**config.mk**
```make
export PLATFORM = sky130hd
export DESIGN_NAME = pipe_ctrl
export DESIGN_NICKNAME = d
export VERILOG_FILES = /design/src/rtl/pipe_ctrl.sv
export SDC_FILE = /design/constraint.sdc
export NUM_CORES = 1
export LEC_CHECK = 0
export ABC_AREA = 0
export CAP_MARGIN = 20
export CORE_MARGIN = 10
export CORE_UTILIZATION = 35
export CTS_CLUSTER_SIZE = 16
export DETAILED_ROUTE_END_ITERATION = 8
export HOLD_SLACK_MARGIN = 0.15
export PLACE_DENSITY_LB_ADDON = 0.08
export SETUP_SLACK_MARGIN = 0.05
export SKIP_CTS_REPAIR_TIMING = 1
export SLEW_MARGIN = 20
export SYNTH_ARGS = -nofsm -noshare
export SYNTH_HDL_FRONTEND = slang
export SYNTH_SLANG_ARGS = --single-unit
```
**constraint.sdc**
```tcl
create_clock -name clk -period 4.1 [get_ports clk]
set_input_delay 0.82 -clock clk [delete_from_list [all_inputs] [get_ports clk]]
set_output_delay 0.82 -clock clk [all_outputs]
set_load 0.1 [all_outputs]
```
**src/rtl/pipe_ctrl.sv**
```systemverilog
// pipe_ctrl: pipeline control unit for the five-stage MIPS core.
// Merges stall requests from IF/ID/EX/MEM and the exception status of the
// MEM-stage instruction into the stall vector, flush strobe and redirect PC.
// An exception raised while MEM has a bus transaction in flight is parked in
// DRAIN until the bus goes idle. A watchdog flags a pipeline that has been
// stalled for too long.
//
// Optional feature: define PIPE_CTRL_PERF_EN to build the stall/flush
// performance counters; without it both counter outputs are tied to zero.
//
// Ports:
//   clk            rising-edge clock
//   rst            asynchronous active-low reset
//   stallreq_*_i   stall requests from IF, ID, EX, MEM
//   mem_busy_i     MEM has an uncancellable bus transaction outstanding
//   excepttype_i   exception code of the MEM-stage instruction (0 = none)
//   cp0_epc_i      EPC used as the ERET target
//   stall          per-stage stop vector (bit0 PC .. bit5 WB), combinational
//   flush          flush all latches to NOP, combinational
//   new_pc         redirect target, nonzero only while flush = 1
//   stall_err_o    sticky watchdog flag
//   stall_cnt_o    total stalled cycles (perf build only)
//   flush_cnt_o    total flush cycles (perf build only)
module pipe_ctrl #(
  parameter logic [31:0] EXC_VECTOR    = 32'h0000_0040,
  parameter logic [31:0] INT_VECTOR    = 32'h0000_0020,
  parameter int unsigned STALL_TIMEOUT = 1024
) (
  input  logic        clk,
  input  logic        rst,
  input  logic        stallreq_if_i,
  input  logic        stallreq_id_i,
  input  logic        stallreq_ex_i,
  input  logic        stallreq_mem_i,
  input  logic        mem_busy_i,
  input  logic [31:0] excepttype_i,
  input  logic [31:0] cp0_epc_i,
  output logic [5:0]  stall,
  output logic        flush,
  output logic [31:0] new_pc,
  output logic        stall_err_o,
  output logic [31:0] stall_cnt_o,
  output logic [31:0] flush_cnt_o
);

  localparam int unsigned WD_W     = 16;
  localparam logic [WD_W-1:0] WD_LIMIT = WD_W'(STALL_TIMEOUT);

  localparam logic [31:0] EXC_INT  = 32'h0000_0001;
  localparam logic [31:0] EXC_ERET = 32'h0000_000e;

  localparam logic [5:0] STALL_MEM  = 6'b011111;
  localparam logic [5:0] STALL_EX   = 6'b001111;
  localparam logic [5:0] STALL_ID   = 6'b000111;
  localparam logic [5:0] STALL_IF   = 6'b000011;
  localparam logic [5:0] STALL_NONE = 6'b000000;

  typedef enum logic [1:0] {
    ST_RUN      = 2'd0,
    ST_DRAIN    = 2'd1,
    ST_REDIRECT = 2'd2
  } state_t;

  state_t          r_state;
  state_t          w_state_nxt;
  logic [31:0]     r_exc;
  logic [31:0]     r_epc;
  logic            w_latch;
  logic [WD_W-1:0] r_wd_cnt;
  logic [WD_W-1:0] w_wd_nxt;
  logic            r_stall_err;

  // Handler address for a given exception code.
  function automatic logic [31:0] f_target(input logic [31:0] code,
                                           input logic [31:0] epc);
    if (code == EXC_INT)       f_target = INT_VECTOR;
    else if (code == EXC_ERET) f_target = epc;
    else                       f_target = EXC_VECTOR;
  endfunction

  // State register.
  always_ff @(posedge clk or negedge rst) begin
    if (!rst) r_state <= ST_RUN;
    else      r_state <= w_state_nxt;
  end

  // Next state and combinational pipeline controls.
  always_comb begin
    w_state_nxt = r_state;
    stall       = STALL_NONE;
    flush       = 1'b0;
    new_pc      = 32'h0;
    w_latch     = 1'b0;
    case (r_state)
      ST_DRAIN: begin
        // Live exceptions are ignored until the parked one is delivered.
        if (mem_busy_i) begin
          stall = STALL_MEM;
        end else begin
          flush       = 1'b1;
          new_pc      = f_target(r_exc, r_epc);
          w_state_nxt = ST_REDIRECT;
        end
      end
      ST_RUN, ST_REDIRECT: begin
        w_state_nxt = ST_RUN;
        if (excepttype_i != 32'h0) begin
          if (mem_busy_i) begin
            w_latch     = 1'b1;
            stall       = STALL_MEM;
            w_state_nxt = ST_DRAIN;
          end else begin
            flush       = 1'b1;
            new_pc      = f_target(excepttype_i, cp0_epc_i);
            w_state_nxt = ST_REDIRECT;
          end
        end else if (stallreq_mem_i) begin
          stall = STALL_MEM;
        // ID/EX requests right after a flush come from squashed instructions.
        end else if (stallreq_ex_i && (r_state != ST_REDIRECT)) begin
          stall = STALL_EX;
        end else if (stallreq_id_i && (r_state != ST_REDIRECT)) begin
          stall = STALL_ID;
        end else if (stallreq_if_i) begin
          stall = STALL_IF;
        end
      end
      default: w_state_nxt = ST_RUN;
    endcase
  end

  // Parked exception code and EPC for DRAIN.
  always_ff @(posedge clk or negedge rst) begin
    if (!rst) begin
      r_exc <= 32'h0;
      r_epc <= 32'h0;
    end else if (w_latch) begin
      r_exc <= excepttype_i;
      r_epc <= cp0_epc_i;
    end
  end

  // Watchdog: consecutive stalled cycles, saturating at the limit.
  always_comb begin
    w_wd_nxt = '0;
    if (stall != STALL_NONE) begin
      if (r_wd_cnt == WD_LIMIT) w_wd_nxt = WD_LIMIT;
      else                      w_wd_nxt = r_wd_cnt + WD_W'(1);
    end
  end

  always_ff @(posedge clk or negedge rst) begin
    if (!rst) begin
      r_wd_cnt    <= '0;
      r_stall_err <= 1'b0;
    end else begin
      r_wd_cnt <= w_wd_nxt;
      if (w_wd_nxt == WD_LIMIT) r_stall_err <= 1'b1;
    end
  end

  assign stall_err_o = r_stall_err;

`ifdef PIPE_CTRL_PERF_EN
  logic [31:0] r_stall_cnt;
  logic [31:0] r_flush_cnt;

  // Free-running performance counters, wrap modulo 2^32.
  always_ff @(posedge clk or negedge rst) begin
    if (!rst) begin
      r_stall_cnt <= 32'h0;
      r_flush_cnt <= 32'h0;
    end else begin
      if (stall != STALL_NONE) r_stall_cnt <= r_stall_cnt + 32'd1;
      if (flush)               r_flush_cnt <= r_flush_cnt + 32'd1;
    end
  end

  assign stall_cnt_o = r_stall_cnt;
  assign flush_cnt_o = r_flush_cnt;
`else
  assign stall_cnt_o = 32'h0;
  assign flush_cnt_o = 32'h0;
`endif

endmodule
```
==> results.md <==
- Num CTS Buffers: 9
- Synthesized area: 4982 um2
- Worst-path clk slew: 0.06 ns
- Clock sink count: 83
- Core Region: 13930 um2
- Synth top area share: 41.69%
- Area growth syn-to-layout: 34.05%
- Top-count cell post-synth: dfrtp_1
- Remaining DRCs: 0
- DR iter-0 viols: 168
- Worst Skew: 0.006236 ns
- Critical Path AT: 3.03 ns
- Via count: 3373
- Async SR Flop Fraction: 100.0%
- Full die area: 19410 um2
- Mean Syn Cell Area: 11.92 um2
- I/O Buffers: 109
- Gpl congestion: 0.7818
- Num rows: 43
- Post-synth top cells: 83 x dfrtp_1, 66 x buf_4, 60 x mux2_4
- Compound-Gate Fraction of Synth Area: 8.564%
- Total gr overflow: 0
- Main combinational cell family by area after synthesis: multiplexers
- Min-delay src: stall_err_o
- Sequential share of the synthesized area: 41.69%
- Critical path peak fanout: 30
- Static Leakage: 0.002969 uW
- Detail Route Antenna Nets: 0
- Initial Utilization: 35.75%
- Clock buffer depth: 2
- Relative slew slack: 35.10%
- Clk Latency, worst-skew pair: 0.34 ns
- Die width: 139.3 um
- RSZ-0062 raised after global routing: false
- Simple-gate portion of the synthesized area: 11.75%
- Setup WS post-layout: 0.2531 ns
- Pwr dens: 376.0 nW/um2
- Pin slew with the least headroom to its limit: 0.9705 ns
- First-pass detailed-route iteration total: 4
- First-pass GRT wire length: 20380 um
- Tot GR Track Use: 12.73%
- Multiplexer area fraction after synthesis: 19.39%
- Max VDD drop: 0.1853 mV
- Kind of critical path: primary input to output port
- Final core occ: 47.93%
- FF+latch count, synth: 83
- Routed vias/inst: 4.757
- Root buffer cell: clkbuf_16
- Hold Vio Cnt, Final: 0
- Status: finished, final reports clean
- Adder-cell share of the synthesized area: 0.5023%
- Layout Nets: 597
- Startpoint Class: primary input
- DP Worst Slack: 0.1153 ns
- Max-slew violations: 0
- Final WL: 12480 um
- Final Cycle Share: 93.83%
- Vias in the first global route: 3830
- Die Span Y: 139.3 um
- Top Ports: 175
- Syn. warnings: 0
- Final min period: 3.847 ns
- Area share of xor/xnor cells in the synthesized design: 2.637%
- Crit. Startpoint: excepttype_i[17]
- Antenna cell count: 0
- Share of cells above drive strength 1: 26.47%
- Hold_ws: 0.4955 ns
- Fmax: 259.9 MHz
- Hold Path Class: register to register
- Number of flops mapped to enable cells by yosys: 0
- WP data required: 3.28 ns
- Detailed placement HPWL: 9536 um
- Synth Flop Type: dfrtp_1
- Max cap viols: 0
- Top cells by area, synth: dfrtp_1 42%, mux2_4 18%, buf_4 9.9%, a22o_1 5.3%, buf_12 2.8%
- H-tree Lvls: 3
- Cell variety after synth: 50
- Largest net degree at the start of global routing: 67
- Synth area leader: dfrtp_1
- Initial antenna violation count: 0
- Setup TNS Final: 0 ns
- Routed len/inst: 17.60 um
- Critical R2R Launch: r_wd_cnt[0]
- Setup-failing EPs final: 0
- Synthesized instance count: 418
- Setup crit end kind: output port
- CTS tree: built
## kinds of logic after synthesis
family / Yosys count
buffers and inverters: 101
and+or+nand+nor: 96
DFF: 83
muxes: 66
AOI/OAI and AO/OA: 54
xor gates and xnor gates: 15
adders and majority gates: 2
other: 1
## power by group
part	total, uW	internal (uW)	switching [uW]
sequential	991	923	67.8
combinational	666	249	416
clock	855	529	325
total	2510	1700	810
## stage by stage
stage | std cells | cell area [um2] | total power [uW]
2_1_floorplan | 482 | 5229 | 1562
3_5_place_dp | 693 | 6351 | 1669
3_3_place_gp | 693 | 6351 | 1662
5_1_grt | 709 | 6679 | 2629
4_1_cts | 709 | 6660 | 2543
6_report | 709 | 6679 | 2511
## critical path, cell delays in order
cell             delay, ns
clkdlybuf4s50_1       0.44
nor4_2                0.33
nand4_1               0.17
nand4b_1              0.30
nor4_4                0.31
buf_12                0.23
a22o_1                0.22
buf_12                0.19
## registers in the layout, indices dropped and copies added, names as in the netlist
register and cells:
r_epc 32, r_exc 32, r_state 2, r_wd_cnt 16
stall_err_o 1
## final cells by class
type	count	area, um2
clock buffers	10	229.0
clock inverters	6	80.08
fillers	1304	7256
inverters	13	48.80
multi-input cells	298	2412
flip-flops and latches	83	2077
well taps	180	225.2
repair buffers	119	1607
## path summary, 6_finish.rpt
path                            slack (ns)      endpoint  depth (start not counted)
worst max-delay path                  0.25    new_pc[30]                          8
worst min-delay path                  0.50   stall_err_o                          1
worst max register to register        2.08   stall_err_o                          6
worst min register to register        0.50   stall_err_o                          1
max in group asynchronous             2.71     r_exc[24]                          2
min in group asynchronous             0.59  r_wd_cnt[10]                          1
## routing by layer
layer  up-vias  wire [um]  share of wire [%]  global-route usage, %
met5         -          0                  0                      0
met4         0        112               0.90                  3.789
met3         9        822                6.6                  4.627
met2        95       6358                 51                  21.63
met1      1685       5182                 42                  14.59
li1       1584          -                  -                      -
## placed cells by master (no fill, tap or decap), types with 5 or more instances in the layout
master	netlist	routed
conb_1	1	65
clkdlybuf4s50_1	0	70
buf_4	66	6
buf_12	7	43
a21oi_1	7	7
nor3_1	10	10
a22o_1	30	30
dfrtp_1	83	83
nand2_1	8	8
nor2_1	17	17
mux2_4	60	60
clkbuf_16	0	9
nand4_1	6	6
nand3_1	5	5
inv_1	13	13
xnor2_1	12	12
nor4_1	19	16
No activity file was read; power rests on OpenSTA's default activity.
